`src/rtl/meas_sequencer.sv`:
```
// Measurement sequencer: clears the ring-oscillator counters, opens a counting gate,
// lets the counts settle, then loads and shifts out each channel to the readout.
module meas_sequencer #(
  parameter int GATE_WIDTH    = 16,
  parameter int FRAME_BITS    = 24,
  parameter int CLEAR_CYCLES  = 4,
  parameter int SETTLE_CYCLES = 4,
  parameter int CHANNELS      = 3
) (
  input  logic                  clk,
  input  logic                  reset,
  input  logic                  start,
  input  logic                  auto_mode,
  input  logic [GATE_WIDTH-1:0] gate_cycles,
  output logic                  ctr_reset,
  output logic                  gate,
  output logic [1:0]            counter_select,
  output logic                  load,
  output logic                  busy,
  output logic                  done
);

  localparam logic [2:0] S_IDLE   = 3'd0;
  localparam logic [2:0] S_CLEAR  = 3'd1;
  localparam logic [2:0] S_GATE   = 3'd2;
  localparam logic [2:0] S_SETTLE = 3'd3;
  localparam logic [2:0] S_LOAD   = 3'd4;
  localparam logic [2:0] S_SHIFT  = 3'd5;
  localparam logic [2:0] S_DONE   = 3'd6;

  // The counter runs down from (length-1); a captured gate length of 0 wraps to
  // all-ones, which is exactly 2^GATE_WIDTH cycles.
  localparam int W_F   = $clog2(FRAME_BITS + 1);
  localparam int W_C   = $clog2(CLEAR_CYCLES + 1);
  localparam int W_S   = $clog2(SETTLE_CYCLES + 1);
  localparam int W_FC  = (W_F > W_C) ? W_F : W_C;
  localparam int W_FCS = (W_FC > W_S) ? W_FC : W_S;
  localparam int CNT_W = (GATE_WIDTH > W_FCS) ? GATE_WIDTH : W_FCS;

  logic [2:0]            state, state_n;
  logic [CNT_W-1:0]      cnt, cnt_n;
  logic [1:0]            chan, chan_n;
  logic [GATE_WIDTH-1:0] glen, glen_n;
  logic [GATE_WIDTH-1:0] glen_m1;

  assign glen_m1 = glen - GATE_WIDTH'(1);

  always_comb begin
    state_n = state;
    cnt_n   = cnt;
    chan_n  = chan;
    glen_n  = glen;
    case (state)
      S_IDLE: begin
        if (start || auto_mode) begin
          state_n = S_CLEAR;
          cnt_n   = CNT_W'(CLEAR_CYCLES - 1);
          glen_n  = gate_cycles;
        end
      end
      S_CLEAR: begin
        if (cnt == '0) begin
          state_n = S_GATE;
          cnt_n   = CNT_W'(glen_m1);
        end else begin
          cnt_n = cnt - CNT_W'(1);
        end
      end
      S_GATE: begin
        if (cnt == '0) begin
          state_n = S_SETTLE;
          cnt_n   = CNT_W'(SETTLE_CYCLES - 1);
          chan_n  = 2'd0;
        end else begin
          cnt_n = cnt - CNT_W'(1);
        end
      end
      S_SETTLE: begin
        if (cnt == '0) begin
          state_n = S_LOAD;
        end else begin
          cnt_n = cnt - CNT_W'(1);
        end
      end
      S_LOAD: begin
        state_n = S_SHIFT;
        cnt_n   = CNT_W'(FRAME_BITS - 1);
      end
      S_SHIFT: begin
        if (cnt == '0) begin
          if (chan < 2'(CHANNELS - 1)) begin
            chan_n  = chan + 2'd1;
            state_n = S_LOAD;
          end else begin
            state_n = S_DONE;
          end
        end else begin
          cnt_n = cnt - CNT_W'(1);
        end
      end
      S_DONE: begin
        if (auto_mode) begin
          state_n = S_CLEAR;
          cnt_n   = CNT_W'(CLEAR_CYCLES - 1);
          glen_n  = gate_cycles;
        end else begin
          state_n = S_IDLE;
        end
      end
      default: begin
        state_n = S_IDLE;
      end
    endcase
  end

  // Outputs are decoded from the next state so every strobe comes straight off a flop.
  always_ff @(posedge clk) begin
    if (reset) begin
      state          <= S_IDLE;
      cnt            <= '0;
      chan           <= 2'd0;
      glen           <= '0;
      ctr_reset      <= 1'b0;
      gate           <= 1'b0;
      load           <= 1'b0;
      busy           <= 1'b0;
      done           <= 1'b0;
      counter_select <= 2'd0;
    end else begin
      state     <= state_n;
      cnt       <= cnt_n;
      chan      <= chan_n;
      glen      <= glen_n;
      ctr_reset <= (state_n == S_CLEAR);
      gate      <= (state_n == S_GATE);
      load      <= (state_n == S_LOAD);
      busy      <= (state_n != S_IDLE);
      done      <= (state_n == S_DONE);
      if (state_n == S_SETTLE || state_n == S_LOAD || state_n == S_SHIFT)
        counter_select <= chan_n;
    end
  end

endmodule
```
`config.mk`:
```
export PLATFORM = sky130hd
export DESIGN_NAME = meas_sequencer
export DESIGN_NICKNAME = d
export VERILOG_FILES = /design/src/rtl/meas_sequencer.sv
export SDC_FILE = /design/constraint.sdc
export NUM_CORES = 1
export LEC_CHECK = 0
export BUFFER_PORTS_ARGS = -buffer_cell sky130_fd_sc_hd__buf_2
export CAP_MARGIN = 20
export CORE_MARGIN = 1.5
export CORE_UTILIZATION = 60
export CTS_CLUSTER_DIAMETER = 40
export DETAILED_ROUTE_END_ITERATION = 8
export GPL_ROUTABILITY_DRIVEN = 0
export PLACE_DENSITY = 0.81
export SLEW_MARGIN = 20
export SYNTH_ARGS = -nofsm -noshare
export SYNTH_HDL_FRONTEND = slang
export SYNTH_SLANG_ARGS = --single-unit
```
`constraint.sdc`:
```
create_clock -name clk -period 3.6 [get_ports clk]
set_input_delay 0 -clock clk [delete_from_list [all_inputs] [get_ports clk]]
set_output_delay 0 -clock clk [all_outputs]
set_load 0.1 [all_outputs]
```
==> impl_metrics.prom <==
# TYPE chip_impl_metric gauge
chip_impl_metric{name="route.final.wire_length",unit="um"} 6300
chip_impl_metric{name="grt_util_met1",unit="%"} 38.8
chip_impl_metric{name="drcViolationCount",unit=""} 0
chip_impl_metric{name="total_die_area",unit="um^2"} 4650
chip_impl_metric{name="number_of_rows_in_the_core_area",unit=""} 23
chip_impl_metric{name="async_flop_share",unit="%"} 0
chip_impl_metric{name="antenna_found_initial",unit=""} 0
chip_impl_info{name="cts_root_buf",value="sky130_fd_sc_hd__clkbuf_8"} 1
chip_impl_metric{name="cellInternalPower",unit="uW"} 1440
chip_impl_metric{name="timing.final.setup_violations",unit=""} 0
chip_impl_info{name="rsz_0062_raised_after_global_routing",value="no"} 1
chip_impl_metric{name="postPlaceCellArea",unit="um^2"} 2680
chip_impl_metric{name="grt_first_pass_wirelength",unit="um"} 10200
chip_impl_info{name="timing.hold.worst.class",value="in -> reg"} 1
chip_impl_metric{name="finalMaxSlewViolations",unit=""} 0
chip_impl_metric{name="synth_sequential_area_ratio",unit="%"} 34.5
chip_impl_metric{name="instances_no_fill",unit=""} 398
chip_impl_metric{name="die_height",unit="um"} 68.2
chip_impl_metric{name="grt_util_met2",unit="%"} 47.3
chip_impl_metric{name="synth.yosys.warnings",unit=""} 0
chip_impl_metric{name="worstSkewPairLatency",unit="ps"} 310
chip_impl_info{name="most_used_dff_post_synth",value="sky130_fd_sc_hd__dfxtp_1"} 1
chip_impl_metric{name="postSynthAreaPerCell",unit="um^2"} 8.18
chip_impl_metric{name="num-nets-final",unit=""} 371
chip_impl_metric{name="cts.repair_timing.setup_buffer_count",unit=""} 0
chip_impl_metric{name="die_w",unit="um"} 68.2
chip_impl_info{name="run_status",value="complete, no violations"} 1
chip_impl_metric{name="crit_required",unit="ps"} 3780
chip_impl_metric{name="placeableCoreArea",unit="um^2"} 4060
chip_impl_metric{name="globalRoute.totalOverflow",unit=""} 0
chip_impl_metric{name="syn_inst_count",unit=""} 312
chip_impl_metric{name="grt_max_degree",unit=""} 33
chip_impl_info{name="cts_tree",value="yes"} 1
chip_impl_metric{name="number_of_buffers_created_by_cts",unit=""} 5
chip_impl_info{name="grt-busiest-layer",value="met2"} 1
chip_impl_metric{name="synth_enable_flop_cells",unit=""} 0
chip_impl_metric{name="ios",unit=""} 27
chip_impl_metric{name="num_vias",unit=""} 2454
chip_impl_metric{name="number_of_buffers_added_on_ports",unit=""} 26
chip_impl_metric{name="cts.clk_slew.worst_paths",unit="ps"} 90
chip_impl_info{name="synth_area_leader_cell",value="sky130_fd_sc_hd__dfxtp_1"} 1
chip_impl_metric{name="effective_utilization_at_floorplan",unit="%"} 62.9
chip_impl_metric{name="synth_cell_types",unit=""} 57
chip_impl_metric{name="finalHoldViolCount",unit=""} 0
chip_impl_metric{name="cts.sinks",unit=""} 44
chip_impl_metric{name="power-per-cell-area",unit="nW/um^2"} 956
chip_impl_metric{name="fin_hold_ws",unit="ps"} 196
chip_impl_info{name="crit_path_top_delay_cell",value="sky130_fd_sc_hd__nor4_2"} 1
chip_impl_metric{name="fmax",unit="GHz"} 0.351
chip_impl_metric{name="final_antenna_net_count",unit=""} 0
chip_impl_metric{name="synth-seq-cells",unit=""} 44
chip_impl_metric{name="finalCritPeriodShare",unit="%"} 79.0
chip_impl_metric{name="final_cell_area_excluding_filler_cells",unit="um^2"} 2950
chip_impl_metric{name="nFillCells",unit=""} 277
chip_impl_info{name="synth_area_leaders",value="sky130_fd_sc_hd__dfxtp_1 35%, sky130_fd_sc_hd__mux2i_1 6.3%, sky130_fd_sc_hd__nor2_1 6.0%"} 1
chip_impl_info{name="crit_chain",value="inv_1, ha_1, or4b_4, nor4_2, o211ai_1, nand3_1, o31ai_1, o2bb2ai_1"} 1
chip_impl_metric{name="switching_share",unit="%"} 49.0
chip_impl_metric{name="first_global_vias",unit=""} 2168
chip_impl_info{name="path_class",value="reg -> reg"} 1
chip_impl_info{name="startpoint_types",value="flop"} 1
chip_impl_metric{name="cpPeakStageDelay",unit="ps"} 680
chip_impl_metric{name="drt_pass1_iterations",unit=""} 5
chip_impl_metric{name="number_of_maximum_capacitance_violations",unit=""} 0
chip_impl_metric{name="antennaDiodeCount",unit=""} 0
chip_impl_metric{name="placed_cells",unit=""} 374
chip_impl_metric{name="groute.usage.overall",unit="%"} 29.7
chip_impl_metric{name="final_period_minus_worst_setup_slack",unit="ps"} 2850
chip_impl_metric{name="htreeDepth",unit=""} 2
chip_impl_metric{name="seqPwrFrac",unit="%"} 27.2
chip_impl_metric{name="p_leak",unit="uW"} 0.00119
chip_impl_metric{name="post-dp-hpwl",unit="um"} 4170
chip_impl_metric{name="final_layout_size_suffix_gt1_share",unit="%"} 13.2
chip_impl_metric{name="crit_path_max_fanout",unit=""} 13
chip_impl_metric{name="groute.layer.met3.usage",unit="%"} 6.58
chip_impl_metric{name="p_comb_share",unit="%"} 59.3
chip_impl_metric{name="final.setup.tns",unit="ps"} 0
chip_impl_info{name="critical_path.endpoint_type",value="flop"} 1
chip_impl_metric{name="layout.core_utilization",unit="%"} 72.7
chip_impl_metric{name="worst_slew_pin_slew",unit="ps"} 712
chip_impl_metric{name="slew_headroom",unit="%"} 52.1
chip_impl_metric{name="syn_area",unit="um^2"} 2550
chip_impl_metric{name="detail_route.vias_per_cell",unit=""} 6.17
chip_impl_metric{name="post-synth-top-area-fraction",unit="%"} 34.5
chip_impl_metric{name="worst_ep_arrival_time",unit="ps"} 3020
chip_impl_metric{name="drtIter0Drc",unit=""} 342
chip_impl_metric{name="switching_power",unit="uW"} 1380
chip_impl_metric{name="area_growth",unit="%"} 15.6
chip_impl_metric{name="vdd_ir_drop_max",unit="uV"} 542
chip_impl_metric{name="number_of_nets_produced_by_synthesis",unit=""} 336
chip_impl_metric{name="worst_setup_skew_after_layout",unit="ps"} 6.37
chip_impl_metric{name="power_share_of_the_clock_group",unit="%"} 13.5
chip_impl_metric{name="clock_path_buffers",unit=""} 2
chip_impl_metric{name="avgRoutedWirePerCell",unit="um"} 15.8
[placed cells by master (no fill, tap or decap), drive strengths merged, types with 8 or more instances in the layout]
cell type and instances:
mux2i 16, dfxtp 44, inv 10, a211oi 8, nor4 8, nand2 26
o21ai 16, buf 27, nor2 43, nand3 8, dlygate4sd3 16, a21oi 16
xnor2 10, nor3 13
[cell type report]
type | count | area (um^2) | share of cell area, %
clock buffers | 6 | 72.6 | 2.46
clock inverters | 2 | 35.0 | 1.19
inverters | 10 | 37.5 | 1.27
multi-input cells | 243 | 1560 | 53.0
flip-flops and latches | 44 | 881 | 29.9
well taps | 50 | 62.6 | 2.12
repair buffers | 43 | 298 | 10.1
[metrics by stage]
stage                     worst slack (ps)  power [uW]
after global routing                   482        3010
after CTS                              815        2770
final                                  754        2820
after detailed placement               821        2380
after floorplan                       1140        2110
after global placement                 934        2350
[sequential cells by signal (all words and copies together), names as in the netlist]
register        count
busy                1
chan                2
cnt                16
counter_select      2
ctr_reset           1
done                1
gate                1
glen               16
load                1
state               3
[critical path: cells and delay by family (launching register included)]
kind / cells / cell delay, ps
AND/OR/NAND/NOR: 3 / 1610
AO/OA/AOI/OAI: 3 / 500
flip-flops: 1 / 320
buffers and inverters: 1 / 110
adder cells (fa/ha/maj): 1 / 160
[cells by family (layout without fill, tap and decap cells)]
logic type               after synthesis  count (layout)  synth area share, %
AO/OA/AOI/OAI                         78              78                 21.1
XOR/XNOR                              16              16                 5.49
adder cells (fa/ha/maj)                4               4                 1.96
buffers and inverters                 25              61                 4.37
flip-flops                            44              44                 34.5
multiplexers                          17              17                 6.72
AND/OR/NAND/NOR                      128             128                 25.8
[power by group through the flow]
stage	clock network (uW)	registers (uW)	logic, uW
floorplan	0	808	1300
global placement	0	769	1590
detailed placement	0	772	1610
CTS	381	761	1630
global route	403	793	1810
finish	380	766	1670
[Yosys cell counts, types with 3 or more instances]
cell	number
sky130_fd_sc_hd__nand2_1	25
sky130_fd_sc_hd__o21ai_0	14
sky130_fd_sc_hd__ha_1	4
sky130_fd_sc_hd__o31ai_1	6
sky130_fd_sc_hd__dfxtp_1	44
sky130_fd_sc_hd__xnor2_1	10
sky130_fd_sc_hd__o2bb2ai_1	6
sky130_fd_sc_hd__nand3_1	8
sky130_fd_sc_hd__o211ai_1	3
sky130_fd_sc_hd__nor4_1	7
sky130_fd_sc_hd__xor2_1	6
sky130_fd_sc_hd__clkbuf_1	8
sky130_fd_sc_hd__nor2b_1	4
sky130_fd_sc_hd__a22oi_1	3
sky130_fd_sc_hd__or3_1	3
sky130_fd_sc_hd__a21oi_1	16
sky130_fd_sc_hd__and2_1	4
sky130_fd_sc_hd__nor3_1	12
sky130_fd_sc_hd__a211oi_1	7
sky130_fd_sc_hd__mux2i_1	16
sky130_fd_sc_hd__nor2_1	41
sky130_fd_sc_hd__a31oi_1	4
sky130_fd_sc_hd__nand2b_1	6
sky130_fd_sc_hd__inv_1	10
sky130_fd_sc_hd__buf_2	5
sky130_fd_sc_hd__or4_1	5
[worst paths after layout]
| check | from | endpoint | slack [ps] | cells after the start |
|---|---|---|---|---|
| worst min-delay path | reset | state[1]$_SDFF_PP0_ | 200 | 2 |
| worst max register to register | cnt[0]$_SDFFE_PP0P_ | cnt[8]$_SDFFE_PP0P_ | 750 | 8 |
| worst min register to register | cnt[14]$_SDFFE_PP0P_ | cnt[14]$_SDFFE_PP0P_ | 490 | 2 |
| worst max-delay path | cnt[0]$_SDFFE_PP0P_ | cnt[8]$_SDFFE_PP0P_ | 750 | 8 |
[layer usage]
| metal | part of all wire, % | vias up |
|---|---|---|
| li1 | - | 1204 |
| met5 | 0 | - |
| met4 | 2.2 | 0 |
| met1 | 43 | 1111 |
| met2 | 47 | 122 |
| met3 | 7.8 | 17 |
[timing repair]
action                                 4_1_cts  5_1_grt
hold buffers                                16        0
endpoints found under the hold margin       16        0
resized for setup                            0        0
Power figures use the tool's default switching activity.
